## src/rtl/pipe_stage_buf_if.sv

```systemverilog
// Handshake bundle between a producer stage, the elastic stage buffer and a consumer stage.
// Signal suffixes are relative to the buffer, which uses the slave modport.
interface pipe_stage_buf_if #(
    parameter int DW = 56
);
    logic          in_valid_i;
    logic          in_ready_o;
    logic [DW-1:0] in_data_i;
    logic          out_valid_o;
    logic          out_ready_i;
    logic [DW-1:0] out_data_o;

    modport master (
        output in_valid_i,
        output in_data_i,
        output out_ready_i,
        input  in_ready_o,
        input  out_valid_o,
        input  out_data_o
    );

    modport slave (
        input  in_valid_i,
        input  in_data_i,
        input  out_ready_i,
        output in_ready_o,
        output out_valid_o,
        output out_data_o
    );
endinterface

```

## src/rtl/pipe_stage_buf.sv

```systemverilog
// DEPTH-entry elastic pipeline-stage FIFO with valid/ready on both sides and fc stall/flush.
// Stall freezes everything, flush empties and zeroes the buffer; bubbles carry a zero payload.
module pipe_stage_buf #(
    parameter int DW    = 56,
    parameter int DEPTH = 2,
    parameter int CW    = $clog2(DEPTH + 1)
) (
    input  logic            clk,
    input  logic            rst,
    pipe_stage_buf_if.slave bus,
    input  logic            fc_stall_i,
    input  logic            fc_flush_i,
    output logic [CW-1:0]   count_o
);
    localparam int            PW       = $clog2(DEPTH);
    localparam logic [CW-1:0] FULL_CNT = CW'(DEPTH);
    localparam logic [PW-1:0] LAST_PTR = PW'(DEPTH - 1);

    logic [DEPTH-1:0][DW-1:0] mem_q;
    logic [DEPTH-1:0][DW-1:0] mem_d;
    logic [PW-1:0]            wr_ptr_q;
    logic [PW-1:0]            wr_ptr_d;
    logic [PW-1:0]            rd_ptr_q;
    logic [PW-1:0]            rd_ptr_d;
    logic [CW-1:0]            count_q;
    logic [CW-1:0]            count_d;
    logic                     run_s;
    logic                     in_ready_s;
    logic                     out_valid_s;
    logic                     push_s;
    logic                     pop_s;
    logic [DW-1:0]            head_s;

    // Explicit wrap so DEPTH need not be a power of two.
    function automatic logic [PW-1:0] ptr_next(input logic [PW-1:0] p);
        if (p == LAST_PTR) begin
            return {PW{1'b0}};
        end else begin
            return p + PW'(1'b1);
        end
    endfunction

    // Handshake qualifiers; ready depends only on state and fc, never on out_ready_i.
    always_comb begin
        run_s       = !rst && !fc_stall_i && !fc_flush_i;
        in_ready_s  = run_s && (count_q < FULL_CNT);
        out_valid_s = run_s && (count_q != {CW{1'b0}});
        push_s      = bus.in_valid_i && in_ready_s;
        pop_s       = out_valid_s && bus.out_ready_i;
        if (count_q != {CW{1'b0}}) begin
            head_s = mem_q[rd_ptr_q];
        end else begin
            head_s = {DW{1'b0}};
        end
    end

    // Next-state: stall beats flush, flush beats normal push/pop.
    always_comb begin
        mem_d    = mem_q;
        wr_ptr_d = wr_ptr_q;
        rd_ptr_d = rd_ptr_q;
        count_d  = count_q;
        if (fc_stall_i) begin
            count_d = count_q;
        end else if (fc_flush_i) begin
            mem_d    = {(DEPTH * DW){1'b0}};
            wr_ptr_d = {PW{1'b0}};
            rd_ptr_d = {PW{1'b0}};
            count_d  = {CW{1'b0}};
        end else begin
            if (push_s) begin
                mem_d[wr_ptr_q] = bus.in_data_i;
                wr_ptr_d        = ptr_next(wr_ptr_q);
            end else begin
                wr_ptr_d = wr_ptr_q;
            end
            if (pop_s) begin
                rd_ptr_d = ptr_next(rd_ptr_q);
            end else begin
                rd_ptr_d = rd_ptr_q;
            end
            case ({push_s, pop_s})
                2'b10:   count_d = count_q + CW'(1'b1);
                2'b01:   count_d = count_q - CW'(1'b1);
                default: count_d = count_q;
            endcase
        end
    end

    // State registers; reset drops all buffered content.
    always_ff @(posedge clk or posedge rst) begin
        if (rst) begin
            mem_q    <= {(DEPTH * DW){1'b0}};
            wr_ptr_q <= {PW{1'b0}};
            rd_ptr_q <= {PW{1'b0}};
            count_q  <= {CW{1'b0}};
        end else begin
            mem_q    <= mem_d;
            wr_ptr_q <= wr_ptr_d;
            rd_ptr_q <= rd_ptr_d;
            count_q  <= count_d;
        end
    end

    assign bus.in_ready_o  = in_ready_s;
    assign bus.out_valid_o = out_valid_s;
    assign bus.out_data_o  = head_s;
    assign count_o         = count_q;

    pipe_stage_buf_chk #(
        .DEPTH (DEPTH),
        .CW    (CW)
    ) u_chk (
        .clk     (clk),
        .rst     (rst),
        .push_i  (push_s),
        .pop_i   (pop_s),
        .count_i (count_q)
    );
endmodule

// Occupancy invariants of the stage buffer: never overflow, never underflow.
module pipe_stage_buf_chk #(
    parameter int DEPTH = 2,
    parameter int CW    = $clog2(DEPTH + 1)
) (
    input logic          clk,
    input logic          rst,
    input logic          push_i,
    input logic          pop_i,
    input logic [CW-1:0] count_i
);
    a_no_overflow: assert property (@(posedge clk) disable iff (rst)
        !(push_i && (count_i == CW'(DEPTH))));

    a_no_underflow: assert property (@(posedge clk) disable iff (rst)
        !(pop_i && (count_i == {CW{1'b0}})));

    a_count_range: assert property (@(posedge clk) disable iff (rst)
        count_i <= CW'(DEPTH));
endmodule

```

## src/flat_wrapper.sv

```systemverilog
// flat-port wrapper written by rule: the top's interface ports become plain ports
module pipe_stage_buf_flat 
#(
    parameter int DW    = 56,
    parameter int DEPTH = 2,
    parameter int CW    = $clog2(DEPTH + 1)
)
  (clk, rst, fc_stall_i, fc_flush_i, count_o, bus_in_valid_i, bus_in_data_i, bus_out_ready_i, bus_in_ready_o, bus_out_valid_o, bus_out_data_o);
  pipe_stage_buf_if #(.DW(DW)) bus_i ();
  input  logic clk;
  input  logic rst;
  input  logic fc_stall_i;
  input  logic fc_flush_i;
  output logic [CW-1:0] count_o;
  input wire logic [$bits(bus_i.in_valid_i)-1:0] bus_in_valid_i;
  input wire logic [$bits(bus_i.in_data_i)-1:0] bus_in_data_i;
  input wire logic [$bits(bus_i.out_ready_i)-1:0] bus_out_ready_i;
  output wire logic [$bits(bus_i.in_ready_o)-1:0] bus_in_ready_o;
  output wire logic [$bits(bus_i.out_valid_o)-1:0] bus_out_valid_o;
  output wire logic [$bits(bus_i.out_data_o)-1:0] bus_out_data_o;
  assign bus_i.in_valid_i = bus_in_valid_i;
  assign bus_i.in_data_i = bus_in_data_i;
  assign bus_i.out_ready_i = bus_out_ready_i;
  assign bus_in_ready_o = bus_i.in_ready_o;
  assign bus_out_valid_o = bus_i.out_valid_o;
  assign bus_out_data_o = bus_i.out_data_o;
  pipe_stage_buf #(.DW(DW), .DEPTH(DEPTH), .CW(CW)) u_core (.clk(clk), .rst(rst), .bus(bus_i), .fc_stall_i(fc_stall_i), .fc_flush_i(fc_flush_i), .count_o(count_o));
endmodule
```

## config.mk

```make
export PLATFORM = sky130hd
export DESIGN_NAME = pipe_stage_buf_flat
export DESIGN_NICKNAME = d
export VERILOG_FILES = /design/src/rtl/pipe_stage_buf_if.sv /design/src/rtl/pipe_stage_buf.sv /design/src/flat_wrapper.sv
export SDC_FILE = /design/constraint.sdc
export NUM_CORES = 1
export LEC_CHECK = 0
export ABC_CLOCK_PERIOD_IN_PS = 3650
export CAP_MARGIN = 10
export CORE_AREA = 2 2 96 135
export DETAILED_ROUTE_END_ITERATION = 12
export DIE_AREA = 0 0 98 137
export PLACE_DENSITY_LB_ADDON = 0.15
export SKIP_LAST_GASP = 1
export SYNTH_ARGS = -nofsm -noshare
export SYNTH_HDL_FRONTEND = slang
export SYNTH_SLANG_ARGS = --single-unit
export TNS_END_PERCENT = 30
```

## constraint.sdc

```tcl
create_clock -name clk -period 3.65 [get_ports clk]
set_input_delay 0.365 -clock clk [delete_from_list [all_inputs] [get_ports clk]]
set_output_delay 0.365 -clock clk [all_outputs]
set_load 0.03 [all_outputs]
```

==> results of run 1 <==
## power breakdown
part           internal (W)  switching [W]
clock network       0.00103       0.000559
logic              0.000375       0.000505
registers           0.00140       0.000115
total               0.00280        0.00118
## flip-flops by register name, indices dropped and copies added, names as in the netlist
signal	count
u_core.rd_ptr_q	1
u_core.mem_q	112
u_core.count_o	2
u_core.wr_ptr_q	1
## synthesized netlist by cell type (all sizes together)
| cell type | number |
|---|---|
| dfrtp | 116 |
| a22o | 112 |
| nor2 | 61 |
| mux2i | 57 |
| buf | 27 |
| clkbuf | 13 |
| nand2 | 3 |
| nor4 | 3 |
| o21ai | 3 |
| a21oi | 2 |
| inv | 2 |
| a21o | 1 |
| a22oi | 1 |
| a31oi | 1 |
| nand2b | 1 |
| nor2b | 1 |
| nor3 | 1 |
| nor3b | 1 |
| nor4b | 1 |
| o2111ai | 1 |
| o211ai | 1 |
| or3 | 1 |
| or3b | 1 |
| xnor2 | 1 |
| xor2 | 1 |
## worst reg2reg max path: cells and delay by family, from the launching register on
family / cells / cell delay (ns)
AND/OR/NAND/NOR: 2 / 0.81
buffers and inverters: 1 / 0.60
flip-flops: 1 / 0.49
AO/OA/AOI/OAI: 1 / 0.24
## layer usage
| metal | part of all wire [%] | track usage [%] | routed length, um | vias up |
|---|---|---|---|---|
| met2 | 50 | 31.8 | 6310 | 107 |
| met4 | 1.4 | 7.64 | 173 | 0 |
| met5 | 0 | 0 | 0 | - |
| li1 | - | - | - | 1746 |
| met1 | 44 | 25.5 | 5620 | 1957 |
| met3 | 4.8 | 4.75 | 608 | 14 |
## per-stage QoR
step | instances | cell area, um^2 | util [%] | worst slack [ns]
after detailed placement | 652 | 6390 | 52.4 | 1.03
final | 683 | 6960 | 57.1 | 0.801
after floorplan | 413 | 5120 | - | 0.566
after global placement | 652 | 6390 | 52.4 | 1.06
after CTS | 683 | 6960 | 57.1 | 0.756
after global routing | 683 | 6960 | 57.1 | 0.715
## area by class of cell
| class | instances | area share (%) |
|---|---|---|
| Clock buffer | 21 | 6.62 |
| Clock inverter | 10 | 1.55 |
| Inverter | 2 | 0.162 |
| Multi-Input combinational cell | 255 | 28.6 |
| Sequential cell | 116 | 41.8 |
| Tap cell | 150 | 2.70 |
| Timing Repair Buffer | 129 | 18.6 |
## kinds of logic (layout without fill, tap and decap cells)
logic type / after synthesis / in the layout
xor gates and xnor gates: 2 / 2
AOI/OAI and AO/OA: 122 / 122
and+or+nand+nor: 74 / 74
DFF: 116 / 116
buffers and inverters: 42 / 162
muxes: 57 / 57
## path summary, 6_finish.rpt
kind,slack (ns),endpoint,startpoint
worst min-delay path,0.49,u_core.mem_q[96],rst
worst max register to register,1.43,u_core.mem_q[97],u_core.count_o[1]
max in group asynchronous,2.13,u_core.mem_q[44],rst
worst max-delay path,0.80,bus_out_data_o[42],u_core.rd_ptr_q
worst min register to register,0.50,u_core.mem_q[39],u_core.mem_q[39]
min in group clk,0.50,u_core.mem_q[39],u_core.mem_q[39]
==> out/results.tsv, run 1 <==
stage	metric	value	unit
power	VDD IR max	0.312	mV
worst_setup_path	Data required, critical path	3.28	ns
power	Leakage	3.01	nW
logic_synthesis	Yosys cell types	30	
worst_setup_path	Critical-path top delay cell	dfrtp_4	
clocking	worst skew pair latency	0.41	ns
logic_synthesis	share of the synthesized area in the top cell type	56.7	%
global_routing	All-Layer GR Usage	19.6	%
logic_synthesis	Mapped Nets	475	
global_routing	first-pass GRT wire length	20.6	mm
logic_synthesis	top cells by area, synth	dfrtp_1 57%, a22o_1 19%, mux2i_1 11%, nor2_1 4.5%, buf_6 2.0%	
timing	hold slack	0.495	ns
timing	Sum Neg Setup Slack	0	ns
global_routing	antenna violations before repair	0	
finish	ant diodes	0	
timing	Max Slew Vio Count	0	
finish	Area Growth Syn to Fin	35.9	%
clocking	clock slew at reported path FFs	0.05	ns
worst_setup_path	CP peak stage delay	0.80	ns
drt	antenna viol nets, final	0	
clocking	post-CTS sizing	0	
worst_setup_path	Crit Path Max Fanout	31	
power	pwr dens	572	mW/mm^2
finish	sequential cell area	0.00291	mm^2
worst_setup_path	crit path launch type	register	
worst_setup_path	sum of buffers and inverters on the critical path	2	
clocking	Clock Tree Root	clkbuf_16	
clocking	clock sink total	116	
logic_synthesis	largest family of logic cells by synthesized area	compound AO/OA/AOI/OAI gates	
finish	commonest non-fill, non-tap cell in the layout	clkdlybuf4s50_1	
logic_synthesis	Synth Area in XOR/XNOR	0.342	%
finish	ratio of cells with drive above 1 in the final layout	8.26	%
worst_setup_path	crit path cell chain	buf_12, mux2i_1, nor2_1, clkdlybuf4s50_1	
timing	crit share post-route	78.1	%
finish	leading cell types in the layout, fill and taps excluded	121 x clkdlybuf4s50_1, 115 x dfrtp_1, 112 x a22o_1	
timing	endpoints failing hold	0	
worst_setup_path	CP delay by family, top	buffers and inverters	
run_status	outcome	complete, no violations	
timing	fmax	351	MHz
drt	drt wl/cell	18.6	um
drt	routed vias	3824	
clocking	clock buffer depth	2	
placement	final RePlAce weighted congestion	0.744	
drt	overall routed net length	12.7	mm
finish	number of nets in the layout	583	
power	overall power	0.00398	W
worst_setup_path	Crit path depth	4	
logic_synthesis	synthesis-stage register bit count	116	
logic_synthesis	register area share after synthesis	56.7	%
timing	slew of the pin with the lowest slew margin	0.699	ns
floorplanning	Boundary Pins	122	
floorplanning	FP Rows	48	
floorplanning	die area	0.0134	mm^2
drt	Starting DRT DRC Count	200	
finish	fillers	1036	
floorplanning	Die Span Y	137	um
floorplanning	Initial Util	42.0	%
global_routing	total global routing overflow	0	
worst_setup_path	CP endpoint kind	primary output	
worst_setup_path	Register-to-Register Path Depth	4	
drt	via/cell ratio	5.60	
finish	combined area of the multi-input logic cells	0.00199	mm^2
drt	DRT Pass-1 Iters	4	
job	# Max-Cap Violations	0	
logic_synthesis	Mapped Area	0.00512	mm^2
logic_synthesis	Post-Synthesis Cells	413	
timing	RSZ-0062 raised after global routing	no	
timing	Setup-failing EPs final	0	
worst_setup_path	Crit Path Class	register to primary output	
clocking	H-tree depth	4	
logic_synthesis	synth warn	0	
logic_synthesis	Simple-Gate Fraction of Synth Area	6.43	%
logic_synthesis	post-synthesis adder-cell area fraction	0	%
logic_synthesis	post-synth top area cell	dfrtp_1	
logic_synthesis	Compound-Gate Fraction of Synth Area	20.4	%
drt	drt drc	0	
floorplanning	core area	0.0122	mm^2
clocking	setup bufs post-CTS	0	
global_routing	pin count of the biggest net entering global routing	57	
clocking	CTS Buf Count	17	
global_routing	vias in the first global route	3918	
placement	I/O Buffers	121	
placement	post-detail-place hpwl	7.66	mm
worst_hold_path	Hold/Removal Path Class	input pin to asynchronous set/reset pin	
timing	crit path time final	2.85	ns
clocking	CTS tree	done	
timing	max_slew headroom	53.4	%
timing	clock skew	0.00764	ns
logic_synthesis	Mapped Avg Cell Area	12.4	um^2
clocking	hold_buf cts	0	
logic_synthesis	post-synthesis mux area share	11.1	%
floorplanning	Die Wd	98	um
worst_setup_path	arrival time worst endpoint	2.48	ns
Power figures use the tool's default switching activity.
==> run 2: changes to the inputs <==
- ABC_CLOCK_PERIOD_IN_PS: 3650 -> 2900
- clock period: 3.65 -> 2.9 ns (I/O delays scaled with it)
==> run 2 against run 1 <==
Net effect: via count rose by 0.63%; setup slack got worse by 0.63 ns; final area increased by 1.8%; flip-flop and latch count did not move; total power up 34%; clock-buffer cell count rose by 2; die area unchanged; register-to-register slack lost 0.69 ns; clock skew down 0.0010 ns.
==> out/results.tsv, run 2 (synthesis results as in run 1) <==
stage	metric	value	unit	change
timing	crit path time final	2.73	ns	
global_routing	total global routing overflow	0		unchanged
timing	RSZ-0062 raised after global routing	no		unchanged
worst_setup_path	Data required, critical path	2.61	ns	was 3.28 ns
placement	I/O Buffers	121		unchanged
power	Leakage	3.08	nW	was 3.01 nW
floorplanning	FP Rows	48		unchanged
drt	drt drc	0		unchanged
clocking	CTS Buf Count	17		unchanged
placement	pre-CTS setup slack	0.361	ns	was 1.03 ns
floorplanning	Die Wd	98	um	unchanged
power	pwr dens	754	mW/mm^2	was 572 mW/mm^2
worst_setup_path	Critical-path top delay cell	dfrtp_4		unchanged
power	overall power	0.00534	W	was 0.00398 W
worst_setup_path	CP endpoint kind	primary output		unchanged
floorplanning	Die Span Y	137	um	unchanged
placement	Post-DP Area	0.00641	mm^2	was 0.00639 mm^2
finish	cell area after layout	0.00709	mm^2	was 0.00696 mm^2
timing	crit share post-route	94.0	%	
timing	hold slack	0.499	ns	was 0.495 ns
finish	number of nets in the layout	586		was 583
clocking	CTS tree	done		unchanged
finish	commonest non-fill, non-tap cell in the layout	clkdlybuf4s50_1		unchanged
timing	fmax	367	MHz	
worst_setup_path	CP peak stage delay	0.81	ns	was 0.80 ns
timing	clock skew	0.00661	ns	was 0.00764 ns
worst_setup_path	Crit Path Max Fanout	30		was 31
global_routing	first-pass GRT wire length	21.3	mm	was 20.6 mm
placement	final RePlAce weighted congestion	0.775		was 0.744
finish	Largest register FFs	112		unchanged
drt	routed vias	3848		was 3824
drt	Starting DRT DRC Count	168		was 200
run_status	outcome	complete, no violations		unchanged
placement	post-detail-place hpwl	7.75	mm	was 7.66 mm
worst_setup_path	sum of buffers and inverters on the critical path	2		unchanged
finish	Area Growth Syn to Fin	38.4	%	was 35.9%
finish	ratio of cells with drive above 1 in the final layout	8.94	%	was 8.26%
worst_hold_path	hold_sp	u_core.mem_q[105]		
timing	slew of the pin with the lowest slew margin	0.668	ns	was 0.699 ns
finish	fillers	1031		was 1036
worst_hold_path	Hold/Removal Path Class	register to register		was input pin to asynchronous set/reset pin
worst_setup_path	arrival time worst endpoint	2.44	ns	was 2.48 ns
timing	max_slew headroom	55.5	%	was 53.4%
floorplanning	Initial Util	42.0	%	unchanged
drt	drt wl/cell	19.0	um	was 18.6 um
job	# Max-Cap Violations	0		unchanged
drt	overall routed net length	13.1	mm	was 12.7 mm
finish	Most flops, register	u_core.mem_q		unchanged
clocking	H-tree depth	4		unchanged
global_routing	vias in the first global route	4022		was 3918
drt	via/cell ratio	5.60		about the same
drt	DRT Pass-1 Iters	4		unchanged
timing	endpoints failing hold	0		unchanged
clocking	clock sink total	116		unchanged
drt	antenna viol nets, final	0		unchanged
worst_setup_path	CP delay by family, top	buffers and inverters		unchanged
timing	Setup-failing EPs final	0		unchanged
timing	PnR worst setup slack	0.174	ns	was 0.801 ns
global_routing	All-Layer GR Usage	20.3	%	was 19.6%
worst_setup_path	crit path from	u_core.rd_ptr_q		unchanged
worst_setup_path	crit path launch type	register		unchanged
timing	Max Slew Vio Count	0		unchanged
clocking	clock buffer depth	2		unchanged
finish	leading cell types in the layout, fill and taps excluded	121 x clkdlybuf4s50_1, 115 x dfrtp_1, 112 x a22o_1		unchanged
global_routing	antenna violations before repair	0		unchanged
clocking	Clock Tree Root	clkbuf_16		unchanged
worst_setup_path	reg2reg start	u_core.count_o[1]		unchanged
floorplanning	die area	0.0134	mm^2	unchanged
worst_setup_path	crit path cell chain	buf_12, mux2i_1, nor2_1, clkdlybuf4s50_1		unchanged
worst_setup_path	Crit Path Class	register to primary output		unchanged
finish	ant diodes	0		unchanged
worst_setup_path	worst reg-to-reg setup slack	0.74	ns	was 1.43 ns
clocking	worst skew pair latency	0.40	ns	was 0.41 ns
timing	Sum Neg Setup Slack	0	ns	unchanged
power	VDD IR max	0.403	mV	was 0.312 mV
floorplanning	core area	0.0122	mm^2	unchanged
global_routing	pin count of the biggest net entering global routing	117		was 57
clocking	clock slew at reported path FFs	0.05	ns	about the same
floorplanning	Boundary Pins	122		unchanged
-- run 2: changes by cell type in the layout (fill, tap and decap cells not counted) --
cell	delta
clkinvlp_4	-2
bufinv_16	+3
buf_4	+2
buf_12	+1
clkinv_2	-2
clkbuf_8	+2
-- run 2: metrics by stage --
stage | util [%] | std cells
final | 58.1 | 687
after global routing | 58.1 | 687
after CTS | 58.1 | 687
after detailed placement | 52.6 | 654
after global placement | 52.6 | 654
after floorplan | - | 413
-- run 2: metal layers --
| layer | GRT usage, % | vias to the layer above | share of wire [%] |
|---|---|---|---|
| li1 | - | 1749 | - |
| met3 | 6.28 | 14 | 6.0 |
| met2 | 32.3 | 128 | 49 |
| met5 | 0 | - | 0 |
| met1 | 26.8 | 1957 | 44 |
| met4 | 6.17 | 0 | 0.88 |
-- run 2: path summary, 6_finish.rpt --
path                                      end  cells past startpoint
min reg2reg                 u_core.mem_q[105]                      1
min in group asynchronous    u_core.mem_q[97]                      3
max                        bus_out_data_o[31]                      4
max in group asynchronous    u_core.mem_q[53]                      3
min                         u_core.mem_q[105]                      1
max reg2reg                  u_core.mem_q[53]                      5
-- run 2: area by class of cell --
cell class                 instances  area (um^2)  share of cell area, %
clock buffer                      23          488                   6.88
clock inverter                     9          173                   2.44
inverter                           2         11.3                  0.159
multi-input combinational        255         1990                   28.1
sequential                       116         2910                   41.0
tap                              150          188                   2.65
timing repair buffer             132         1330                   18.8
-- run 2: power by group --
group / leakage (nW) / internal [W] / switching (W)
sequential: 1.60 / 0.00176 / 0.000144
clock: 0.323 / 0.00161 / 0.000703
combinational: 1.15 / 0.000477 / 0.000648
total: 3.08 / 0.00385 / 0.00149
-- run 2: what timing repair did --
action	in CTS	in global routing
buffers inserted	1	0
hold buffers	0	0
resized for setup	0	0
endpoints found under the setup margin	7	0
